### config.mk
export PLATFORM = sky130hd
export DESIGN_NAME = sprite_line_scanner_flat
export DESIGN_NICKNAME = d
export VERILOG_FILES = /design/src/rtl/sprite_pkg.sv /design/src/rtl/sprite_line_scanner_if.sv /design/src/rtl/sprite_attr_decode.sv /design/src/rtl/sprite_line_scanner.sv /design/src/flat_wrapper.sv
export SDC_FILE = /design/constraint.sdc
export NUM_CORES = 1
export LEC_CHECK = 0
export BUFFER_PORTS_ARGS = -buffer_cell sky130_fd_sc_hd__buf_2
export CORE_ASPECT_RATIO = 0.75
export CORE_MARGIN = 1
export CORE_UTILIZATION = 50
export DETAILED_ROUTE_END_ITERATION = 12
export PLACE_DENSITY_LB_ADDON = 0.05
export SLEW_MARGIN = 40
export SYNTH_ARGS = -nofsm -noshare
export SYNTH_HDL_FRONTEND = slang
export SYNTH_SLANG_ARGS = --single-unit
### constraint.sdc
create_clock -name clk_i -period 4.1 [get_ports clk_i]
set_input_delay 0.82 -clock clk_i [delete_from_list [all_inputs] [get_ports clk_i]]
set_output_delay 0.82 -clock clk_i [all_outputs]
set_load 0.02 [all_outputs]
### src/rtl/sprite_pkg.sv
// Shared definitions for the sprite attribute RAM consumers: field layout,
// the height-code helper, the line descriptor and the scanner state encoding.
package sprite_pkg;

    localparam int X_LSB     = 0;
    localparam int X_MSB     = 9;
    localparam int VFLIP_BIT = 10;
    localparam int HFLIP_BIT = 11;
    localparam int PAL_LSB   = 12;
    localparam int PAL_MSB   = 15;
    localparam int Y_LSB     = 16;
    localparam int Y_MSB     = 24;
    localparam int MODE_BIT  = 25;
    localparam int Z_LSB     = 26;
    localparam int Z_MSB     = 27;
    localparam int H_LSB     = 28;
    localparam int H_MSB     = 29;
    localparam int W_LSB     = 30;
    localparam int W_MSB     = 31;
    localparam int ADDR_LSB  = 32;
    localparam int ADDR_MSB  = 47;

    typedef enum logic [2:0] {
        S_IDLE,
        S_READ,
        S_EVAL,
        S_EMIT,
        S_DONE
    } state_t;

    typedef struct packed {
        logic [7:0]  idx;
        logic [9:0]  x;
        logic [5:0]  row;
        logic        hflip;
        logic [3:0]  pal;
        logic        mode;
        logic [1:0]  z;
        logic [1:0]  width;
        logic [15:0] addr;
    } desc_t;

    // 8/16/32/64 pixel rows for height codes 0..3
    function automatic logic [6:0] height_px(input logic [1:0] code);
        return 7'd8 << code;
    endfunction

endpackage

### src/rtl/sprite_line_scanner_if.sv
// Descriptor stream from the line scanner to the sprite line renderer, plus
// the end-of-scan status (done pulse, hit count, overflow flag).
interface sprite_line_scanner_if;

    logic        desc_valid_o;
    logic        desc_ready_i;
    logic [7:0]  desc_idx_o;
    logic [9:0]  desc_x_o;
    logic [5:0]  desc_row_o;
    logic        desc_hflip_o;
    logic [3:0]  desc_pal_o;
    logic        desc_mode_o;
    logic [1:0]  desc_z_o;
    logic [1:0]  desc_width_o;
    logic [15:0] desc_addr_o;
    logic        done_o;
    logic [7:0]  hit_count_o;
    logic        overflow_o;

    modport master (
        output desc_valid_o, desc_idx_o, desc_x_o, desc_row_o, desc_hflip_o,
               desc_pal_o, desc_mode_o, desc_z_o, desc_width_o, desc_addr_o,
               done_o, hit_count_o, overflow_o,
        input  desc_ready_i
    );

    modport slave (
        input  desc_valid_o, desc_idx_o, desc_x_o, desc_row_o, desc_hflip_o,
               desc_pal_o, desc_mode_o, desc_z_o, desc_width_o, desc_addr_o,
               done_o, hit_count_o, overflow_o,
        output desc_ready_i
    );

endinterface

### src/rtl/sprite_attr_decode.sv
// Combinational decode of one 48-bit sprite attribute entry against a display
// line: field extraction, vertical hit test and flip-adjusted row.
module sprite_attr_decode
    import sprite_pkg::*;
(
    input  logic [47:0] entry,
    input  logic [8:0]  line,
    input  logic [7:0]  idx,
    output logic        hit,
    output desc_t       desc
);

    logic [8:0] y;
    logic [8:0] d;
    logic [6:0] hgt;

    always_comb begin
        y   = entry[Y_MSB:Y_LSB];
        hgt = height_px(entry[H_MSB:H_LSB]);
        // 9-bit wrap lets sprites near y=511 continue onto the top lines
        d   = line - y;
        hit = (entry[Z_MSB:Z_LSB] != 2'd0) && (d < {2'b00, hgt});

        desc.idx   = idx;
        desc.x     = entry[X_MSB:X_LSB];
        desc.row   = entry[VFLIP_BIT] ? (6'(hgt - 7'd1) - d[5:0]) : d[5:0];
        desc.hflip = entry[HFLIP_BIT];
        desc.pal   = entry[PAL_MSB:PAL_LSB];
        desc.mode  = entry[MODE_BIT];
        desc.z     = entry[Z_MSB:Z_LSB];
        desc.width = entry[W_MSB:W_LSB];
        desc.addr  = entry[ADDR_MSB:ADDR_LSB];
    end

endmodule

### src/rtl/sprite_line_scanner.sv
// Per-line walk of the sprite attribute RAM, emitting one descriptor per
// sprite on the line. Optional overflow reporting: SPRITE_LINE_OVERFLOW_EN.
module sprite_line_scanner
    import sprite_pkg::*;
#(
    parameter int NUM_SPRITES  = 128,
    parameter int MAX_PER_LINE = 64
) (
    input  logic                   clk_i,
    input  logic                   rst_n_i,
    input  logic                   line_start_i,
    input  logic [8:0]             line_idx_i,
    output logic                   rd_en_o,
    output logic [7:0]             rd_addr_o,
    input  logic [47:0]            rd_data_i,
    sprite_line_scanner_if.master  desc_if
);

    localparam logic [7:0] LAST_IDX = 8'(NUM_SPRITES - 1);
    localparam logic [7:0] MAX_Q    = 8'(MAX_PER_LINE);

    state_t     state, state_d;
    logic [8:0] line_q;
    logic [7:0] idx, idx_d;
    logic [7:0] count, count_d, count_inc;
    logic [7:0] hit_count_q;
    desc_t      desc_q, dec_desc;
    logic       dec_hit;
    logic       load_desc;
    logic       cap_reached;

    sprite_attr_decode u_decode (
        .entry (rd_data_i),
        .line  (line_q),
        .idx   (idx),
        .hit   (dec_hit),
        .desc  (dec_desc)
    );

`ifdef SPRITE_LINE_OVERFLOW_EN
    logic set_ovf;
    logic overflow_q;
    // Keep scanning past the cap so the first extra hit can be flagged
    assign cap_reached = 1'b0;
`else
    assign cap_reached = (count_inc == MAX_Q);
`endif

    always_comb begin
        state_d   = state;
        idx_d     = idx;
        count_d   = count;
        count_inc = count + 8'd1;
        load_desc = 1'b0;
`ifdef SPRITE_LINE_OVERFLOW_EN
        set_ovf   = 1'b0;
`endif
        case (state)
            S_IDLE: ;
            S_READ: state_d = S_EVAL;
            S_EVAL: begin
                if (dec_hit && (count < MAX_Q)) begin
                    load_desc = 1'b1;
                    state_d   = S_EMIT;
                end else begin
`ifdef SPRITE_LINE_OVERFLOW_EN
                    if (dec_hit) set_ovf = 1'b1;
`endif
                    if (idx == LAST_IDX) begin
                        state_d = S_DONE;
                    end else begin
                        idx_d   = idx + 8'd1;
                        state_d = S_READ;
                    end
                end
            end
            S_EMIT: begin
                if (desc_if.desc_ready_i) begin
                    count_d = count_inc;
                    if ((idx == LAST_IDX) || cap_reached) begin
                        state_d = S_DONE;
                    end else begin
                        idx_d   = idx + 8'd1;
                        state_d = S_READ;
                    end
                end
            end
            S_DONE:  state_d = S_IDLE;
            default: state_d = S_IDLE;
        endcase
        // A new line always wins, including over a same-cycle transfer
        if (line_start_i) begin
            state_d = S_READ;
            idx_d   = 8'd0;
            count_d = 8'd0;
        end
    end

    always_ff @(posedge clk_i or negedge rst_n_i) begin
        if (!rst_n_i) state <= S_IDLE;
        else          state <= state_d;
    end

    always_ff @(posedge clk_i or negedge rst_n_i) begin
        if (!rst_n_i) begin
            line_q      <= '0;
            idx         <= '0;
            count       <= '0;
            hit_count_q <= '0;
            desc_q      <= '0;
        end else begin
            idx   <= idx_d;
            count <= count_d;
            if (line_start_i)    line_q      <= line_idx_i;
            if (line_start_i)    hit_count_q <= '0;
            else if (state == S_DONE) hit_count_q <= count;
            if (load_desc)       desc_q      <= dec_desc;
        end
    end

`ifdef SPRITE_LINE_OVERFLOW_EN
    always_ff @(posedge clk_i or negedge rst_n_i) begin
        if (!rst_n_i)          overflow_q <= 1'b0;
        else if (line_start_i) overflow_q <= 1'b0;
        else if (set_ovf)      overflow_q <= 1'b1;
    end
    assign desc_if.overflow_o = overflow_q;
`else
    assign desc_if.overflow_o = 1'b0;
`endif

    assign rd_en_o   = (state == S_READ);
    assign rd_addr_o = rd_en_o ? idx : 8'd0;

    assign desc_if.desc_valid_o = (state == S_EMIT);
    assign desc_if.done_o       = (state == S_DONE);
    assign desc_if.hit_count_o  = (state == S_DONE) ? count : hit_count_q;
    assign desc_if.desc_idx_o   = desc_q.idx;
    assign desc_if.desc_x_o     = desc_q.x;
    assign desc_if.desc_row_o   = desc_q.row;
    assign desc_if.desc_hflip_o = desc_q.hflip;
    assign desc_if.desc_pal_o   = desc_q.pal;
    assign desc_if.desc_mode_o  = desc_q.mode;
    assign desc_if.desc_z_o     = desc_q.z;
    assign desc_if.desc_width_o = desc_q.width;
    assign desc_if.desc_addr_o  = desc_q.addr;

endmodule

### src/flat_wrapper.sv
// flat-port wrapper written by rule: the top's interface ports become plain ports
module sprite_line_scanner_flat import sprite_pkg::*;
#(
    parameter int NUM_SPRITES  = 128,
    parameter int MAX_PER_LINE = 64
)
  (clk_i, rst_n_i, line_start_i, line_idx_i, rd_en_o, rd_addr_o, rd_data_i, desc_if_desc_valid_o, desc_if_desc_idx_o, desc_if_desc_x_o, desc_if_desc_row_o, desc_if_desc_hflip_o, desc_if_desc_pal_o, desc_if_desc_mode_o, desc_if_desc_z_o, desc_if_desc_width_o, desc_if_desc_addr_o, desc_if_done_o, desc_if_hit_count_o, desc_if_overflow_o, desc_if_desc_ready_i);
  sprite_line_scanner_if desc_if_i ();
  input  logic clk_i;
  input  logic rst_n_i;
  input  logic line_start_i;
  input  logic [8:0] line_idx_i;
  output logic rd_en_o;
  output logic [7:0] rd_addr_o;
  input  logic [47:0] rd_data_i;
  output wire logic [$bits(desc_if_i.desc_valid_o)-1:0] desc_if_desc_valid_o;
  output wire logic [$bits(desc_if_i.desc_idx_o)-1:0] desc_if_desc_idx_o;
  output wire logic [$bits(desc_if_i.desc_x_o)-1:0] desc_if_desc_x_o;
  output wire logic [$bits(desc_if_i.desc_row_o)-1:0] desc_if_desc_row_o;
  output wire logic [$bits(desc_if_i.desc_hflip_o)-1:0] desc_if_desc_hflip_o;
  output wire logic [$bits(desc_if_i.desc_pal_o)-1:0] desc_if_desc_pal_o;
  output wire logic [$bits(desc_if_i.desc_mode_o)-1:0] desc_if_desc_mode_o;
  output wire logic [$bits(desc_if_i.desc_z_o)-1:0] desc_if_desc_z_o;
  output wire logic [$bits(desc_if_i.desc_width_o)-1:0] desc_if_desc_width_o;
  output wire logic [$bits(desc_if_i.desc_addr_o)-1:0] desc_if_desc_addr_o;
  output wire logic [$bits(desc_if_i.done_o)-1:0] desc_if_done_o;
  output wire logic [$bits(desc_if_i.hit_count_o)-1:0] desc_if_hit_count_o;
  output wire logic [$bits(desc_if_i.overflow_o)-1:0] desc_if_overflow_o;
  input wire logic [$bits(desc_if_i.desc_ready_i)-1:0] desc_if_desc_ready_i;
  assign desc_if_desc_valid_o = desc_if_i.desc_valid_o;
  assign desc_if_desc_idx_o = desc_if_i.desc_idx_o;
  assign desc_if_desc_x_o = desc_if_i.desc_x_o;
  assign desc_if_desc_row_o = desc_if_i.desc_row_o;
  assign desc_if_desc_hflip_o = desc_if_i.desc_hflip_o;
  assign desc_if_desc_pal_o = desc_if_i.desc_pal_o;
  assign desc_if_desc_mode_o = desc_if_i.desc_mode_o;
  assign desc_if_desc_z_o = desc_if_i.desc_z_o;
  assign desc_if_desc_width_o = desc_if_i.desc_width_o;
  assign desc_if_desc_addr_o = desc_if_i.desc_addr_o;
  assign desc_if_done_o = desc_if_i.done_o;
  assign desc_if_hit_count_o = desc_if_i.hit_count_o;
  assign desc_if_overflow_o = desc_if_i.overflow_o;
  assign desc_if_i.desc_ready_i = desc_if_desc_ready_i;
  sprite_line_scanner #(.NUM_SPRITES(NUM_SPRITES), .MAX_PER_LINE(MAX_PER_LINE)) u_core (.clk_i(clk_i), .rst_n_i(rst_n_i), .line_start_i(line_start_i), .line_idx_i(line_idx_i), .rd_en_o(rd_en_o), .rd_addr_o(rd_addr_o), .rd_data_i(rd_data_i), .desc_if(desc_if_i));
endmodule
# Word level (Yosys, flattened, before mapping)
# Cells that the tools add are included.
# op_classes
n_eq_ne	11
shifts	1
order_cmp	2
n_reduce_logical	11
addsub	5
muxes	21
# op_table
cell	n
$mux 8	11
$add 8x1->8 const B	2
$eq 8x7->1 const B	2
$pmux 8 s2	1
$mux 3	5
$pmux 3 s4	1
$lt 9x7->1	1
$ne 3x3->1 const B	3
$sub 9x9->9	1
$lt 8x7->1 const B	1
$shl 4x2->7 const A	1
$eq 3x2->1 const B	2
$mux 6	1
$reduce_bool 2->1	3
$sub 6x1->6 const B	1
$sub 6x6->6	1
$reduce_and 5->1	1
$reduce_and 2->1	2
$eq 3x1->1 const B	1
$eq 3x3->1 const B	1
$logic_not 3->1	1
$ne 3x2->1 const B	1
$reduce_bool 3->1	1
$logic_and 1x1->1	2
other kinds (3)	4
# totals
elab_cells	65
in_bits	61
register_bits	86

# Depth between registers and ports, before layout
# logic_depth
ltp_word	7
depth_mapped	16
depth_no_buf	15

# Modules after synthesis
# Synthesis repeated with hierarchy kept, for this count alone.
# unflattened
cells_unflattened	407
hier_area_um2	4649.5
# modules_own_cells
module	seq_area_each_um2	instances	area_per_inst_um2	cells_each
sprite_line_scanner	2152.1	1	3734.8	282
sprite_attr_decode	0.0	1	914.6	125

# Least setup slack after synthesis
# No wires, ideal clock.
# synth_timing
kind	in2reg
start	input port rd_data_i[17]
end	register u_core.desc_q, in the netlist u_core.desc_if.desc_x_o[1]
path_stages	15
setup_time_ns	0.128
arrival_time_ns	3.423
path_buffers	1
setup_slack_ns	0.549
path_cell_list	inv_1 ha_1 nor2b_1 o31a_1 o21a_1 nor2_1 xnor2_1 ha_1 a21oi_1 nand2_1 a21oi_1 and2_1 nand3_2 buf_2 mux2_1
# synth_via
elab_chain_cells	6
# synth_rtl
item	line	rtl
start: declaration	flat_wrapper.sv:15	input logic [47:0] rd_data_i;
$sub 9x9->9	sprite_attr_decode.sv:21	d = line - y;
$lt 9x7->1	sprite_attr_decode.sv:22	hit = (entry[Z_MSB:Z_LSB] != 2'd0) && (d < {2'b00, hgt});
$logic_and 1x1->1	sprite_attr_decode.sv:22	
$logic_and 1x1->1	sprite_line_scanner.sv:62	if (dec_hit && (count < MAX_Q)) begin
$mux 1	sprite_line_scanner.sv:62	
$mux 1	sprite_line_scanner.sv:58	case (state)
end signal: assignment	sprite_line_scanner.sv:117	if (load_desc) desc_q <= dec_desc;
end: declaration	sprite_line_scanner.sv:27	desc_t desc_q, dec_desc;
# No other way between the ends.
# A chain may end at the register's enable or synchronous reset.

# Final worst setup path
# layout_timing
start	input port rd_data_i[16]
end	register u_core.desc_q, in the netlist u_core.desc_if.desc_row_o[5]
# layout_via
elab_chain_cells	6
word_cells_on_any_way	8
classes_between	2 x add/sub; 1 x order compare; 3 x mux; 2 x reduce/logical
# layout_rtl
item	line
$sub 9x9->9 *	sprite_attr_decode.sv:21
$lt 9x7->1	sprite_attr_decode.sv:22
$logic_and 1x1->1	sprite_attr_decode.sv:22
$logic_and 1x1->1	sprite_line_scanner.sv:62
$mux 1	sprite_line_scanner.sv:62
$mux 1	sprite_line_scanner.sv:58
# Every way passes the cells marked *; elsewhere a longest branch is shown, timed or not.

==> metrics <==
Synth area leaders dfrtp_1 (49%), mux2_2 (15%), ha_1 (4.3%), xor2_1 (2.0%), nand2_1 (1.9%); Synth async-reset ratio 1.00; most common cell after layout, fill and taps aside buf_2; Post-CTS Hold Fix Bufs 0; status complete, no violations; Seq cells post-synth 86; Worst path top cell family by delay compound AO/OA/AOI/OAI gates; first-pass GRT wire length 14100 µm; # fillers 708; drt drc 0; CTS buffer count 9; nets 584; kind of critical path input pin to flop; Yosys top cell area share 0.495; Worst Path Arrival 3780 ps; wire per inst 14.3 µm; Initial Utilization 0.515; setup TNS 0 ps; Longest Clk Path Bufs 2; sequential power share 0.406; post-synthesis cell area 4350 µm²; startpoint class of the critical path input pin; post-DP HPWL 6330 µm; Die Area 9080 µm²; # resized after CTS 0; min cycle time layout 3570 ps; Crit path largest cell delay 430 ps; share of cells above drive strength 1 0.420; DRT antenna net count 0; DR vias 3209; power per cell area 529 nW/µm²; Die Ht 82.8 µm; min-delay worst type flop to flop; final setup vio count 0; Final Hold Fails 0; post-synth top area cell dfrtp_1; Clock Skews 4.94 ps; core area 8450 µm²; worst-margin pin slew 778 ps; I/O pins 131; CTS root buf clkbuf_16; max-slew violation count 0; sequential fraction of the synthesis area 0.495; combinational share of power 0.315; largest net degree at the start of global routing 76; gr usage total 0.209; H-tree depth 3; P_sw 939 µW; FP Rows 29; VDD IR max 0.433 mV; EDFF count, synth 0; Final period util 0.870; vias in the first global route 2928; CP Max Fanout 34; CTS tree yes; post-synthesis instance total 378; Synth cell types 55; Pre-antenna DRT Iters 5; Slew headroom 0.482; worst path bufs/invs 3; sw frac 0.330; number of vias per cell 5.19; clock sinks 86; clk_lat worst skew 340 ps; Reg clk slew, reported paths 60 ps; Leak 0.00283 µW; CP max-delay cell fa_1; crit end category flop; initial antenna violation count 1; commonest non-fill, non-tap cells in the layout buf_2 (128), dfrtp_1 (86), mux2_2 (57); gr ovfl total 0; synthesized area per cell 11.5 µm²; Req. time, crit path 4320 ps; Synth Net Count 456; RSZ-0062 raised after global routing false; Total Routed Length 8850 µm; die width 110 µm; max-cap violations 0; routability congestion estimate 0.799; number of DRC markers in iteration 0 104; Main synth FF type dfrtp_1; ant diodes 0; fin area 5380 µm²; IO buf count 129; Int Pwr 1910 µW; CP Cell Sequence buf_2 -> ha_1 -> inv_1 -> fa_1 -> a211oi_2 -> o21ai_0 -> xor2_1 -> ha_1 -> nor3_1 -> o21ai_0 -> a21oi_1 -> and2_1 -> nand3_2 -> buf_12 -> a211oi_1 -> a21oi_1; Max Fclk 0.280 GHz; Post-CTS Setup Inserts 0; Post-DP Area 5090 µm²; Area growth syn-to-layout 23.8%; Synth Warn # 0; Clock Power Share 0.279
[state kept, by name (all words and copies together), names as in the netlist]
signal,count
u_core.desc_if.desc_addr_o,16
u_core.desc_if.desc_x_o,10
u_core.line_q,9
u_core.count,8
u_core.desc_if.desc_idx_o,8
u_core.hit_count_q,8
u_core.idx,8
u_core.desc_if.desc_row_o,6
u_core.desc_if.desc_pal_o,4
u_core.state,3
u_core.desc_if.desc_width_o,2
u_core.desc_if.desc_z_o,2
u_core.desc_if.desc_hflip_o,1
u_core.desc_if.desc_mode_o,1
[cell families (layout without fill, tap and decap cells)]
kind of cell | after synthesis | in the layout | synth area share
xor+xnor | 17 | 17 | 0.0360
buf+inv | 32 | 164 | 0.0325
simple gates | 103 | 103 | 0.129
compound gates | 56 | 56 | 0.0837
mux | 66 | 66 | 0.171
flops | 86 | 86 | 0.495
other cells | 1 | 1 | 0.000862
fa+ha+maj | 17 | 17 | 0.0523
[power by group through the flow]
stage	clock [µW]	combinational, µW	sequential, µW
detailed placement	0	904	1170
floorplan	0	351	1410
finish	794	896	1160
global placement	0	884	1160
global route	846	981	1190
CTS	817	907	1160
[tightest hold or removal path, stage by stage, from the launching register on]
cell     delay, ps
dfrtp_1        330
nand2_1         40
o21ai_0         60
[cells in the mapped netlist, types with 3 or more instances]
cell type	number
dfrtp_1	86
mux2_1	7
o21a_1	3
nand2b_1	5
buf_2	5
clkbuf_1	8
or3_1	5
nand2_1	22
nand3_1	5
o211ai_1	4
mux2_2	57
nor3_1	6
nor2b_1	12
nor2_1	19
xnor2_1	6
xor2_1	10
ha_1	15
a21oi_1	16
and2_1	11
and3_1	4
o21ai_0	16
inv_1	17
[layout make-up]
cell class,instances,area (µm²),area share
clock inverter,5,50.0,0.00930
multi-input combinational,260,2060,0.382
clock buffer,10,239,0.0444
timing repair buffer,132,687,0.128
inverter,17,63.8,0.0119
tap,108,135,0.0251
sequential,86,2150,0.400
[layer usage]
metal,up-vias,GRT usage,share of wire
li1,1573,-,-
met1,1552,0.280,0.47
met2,72,0.313,0.46
met3,12,0.0687,0.052
met4,0,0.0840,0.014
met5,-,0,0
[final timing paths]
| kind | from | end | slack (ps) | cells after the start |
|---|---|---|---|---|
| setup / recovery | rd_data_i[16] | u_core.desc_if.desc_row_o[5] | 530 | 16 |
| hold / removal | u_core.desc_if.desc_row_o[0] | u_core.desc_if.desc_row_o[0] | 480 | 2 |
| setup reg to reg | u_core.line_q[0] | u_core.desc_if.desc_row_o[5] | 630 | 16 |
| hold reg to reg | u_core.desc_if.desc_row_o[0] | u_core.desc_if.desc_row_o[0] | 480 | 2 |
| max in group asynchronous | rst_n_i | u_core.hit_count_q[1] | 2960 | 2 |
| min in group asynchronous | rst_n_i | u_core.desc_if.desc_x_o[0] | 490 | 1 |
[per-stage QoR]
stage | utilization | hold WS (ps) | cells | power, µW | worst slack (ps)
floorplan | - | 480 | 378 | 1760 | 549
global placement | 0.602 | 462 | 603 | 2050 | 316
detailed placement | 0.603 | 475 | 603 | 2080 | 197
CTS | 0.637 | 488 | 618 | 2880 | 534
global route | 0.637 | 513 | 618 | 3020 | 330
finish | 0.637 | 481 | 618 | 2850 | 534
No activity file was read; power rests on OpenSTA's default activity.
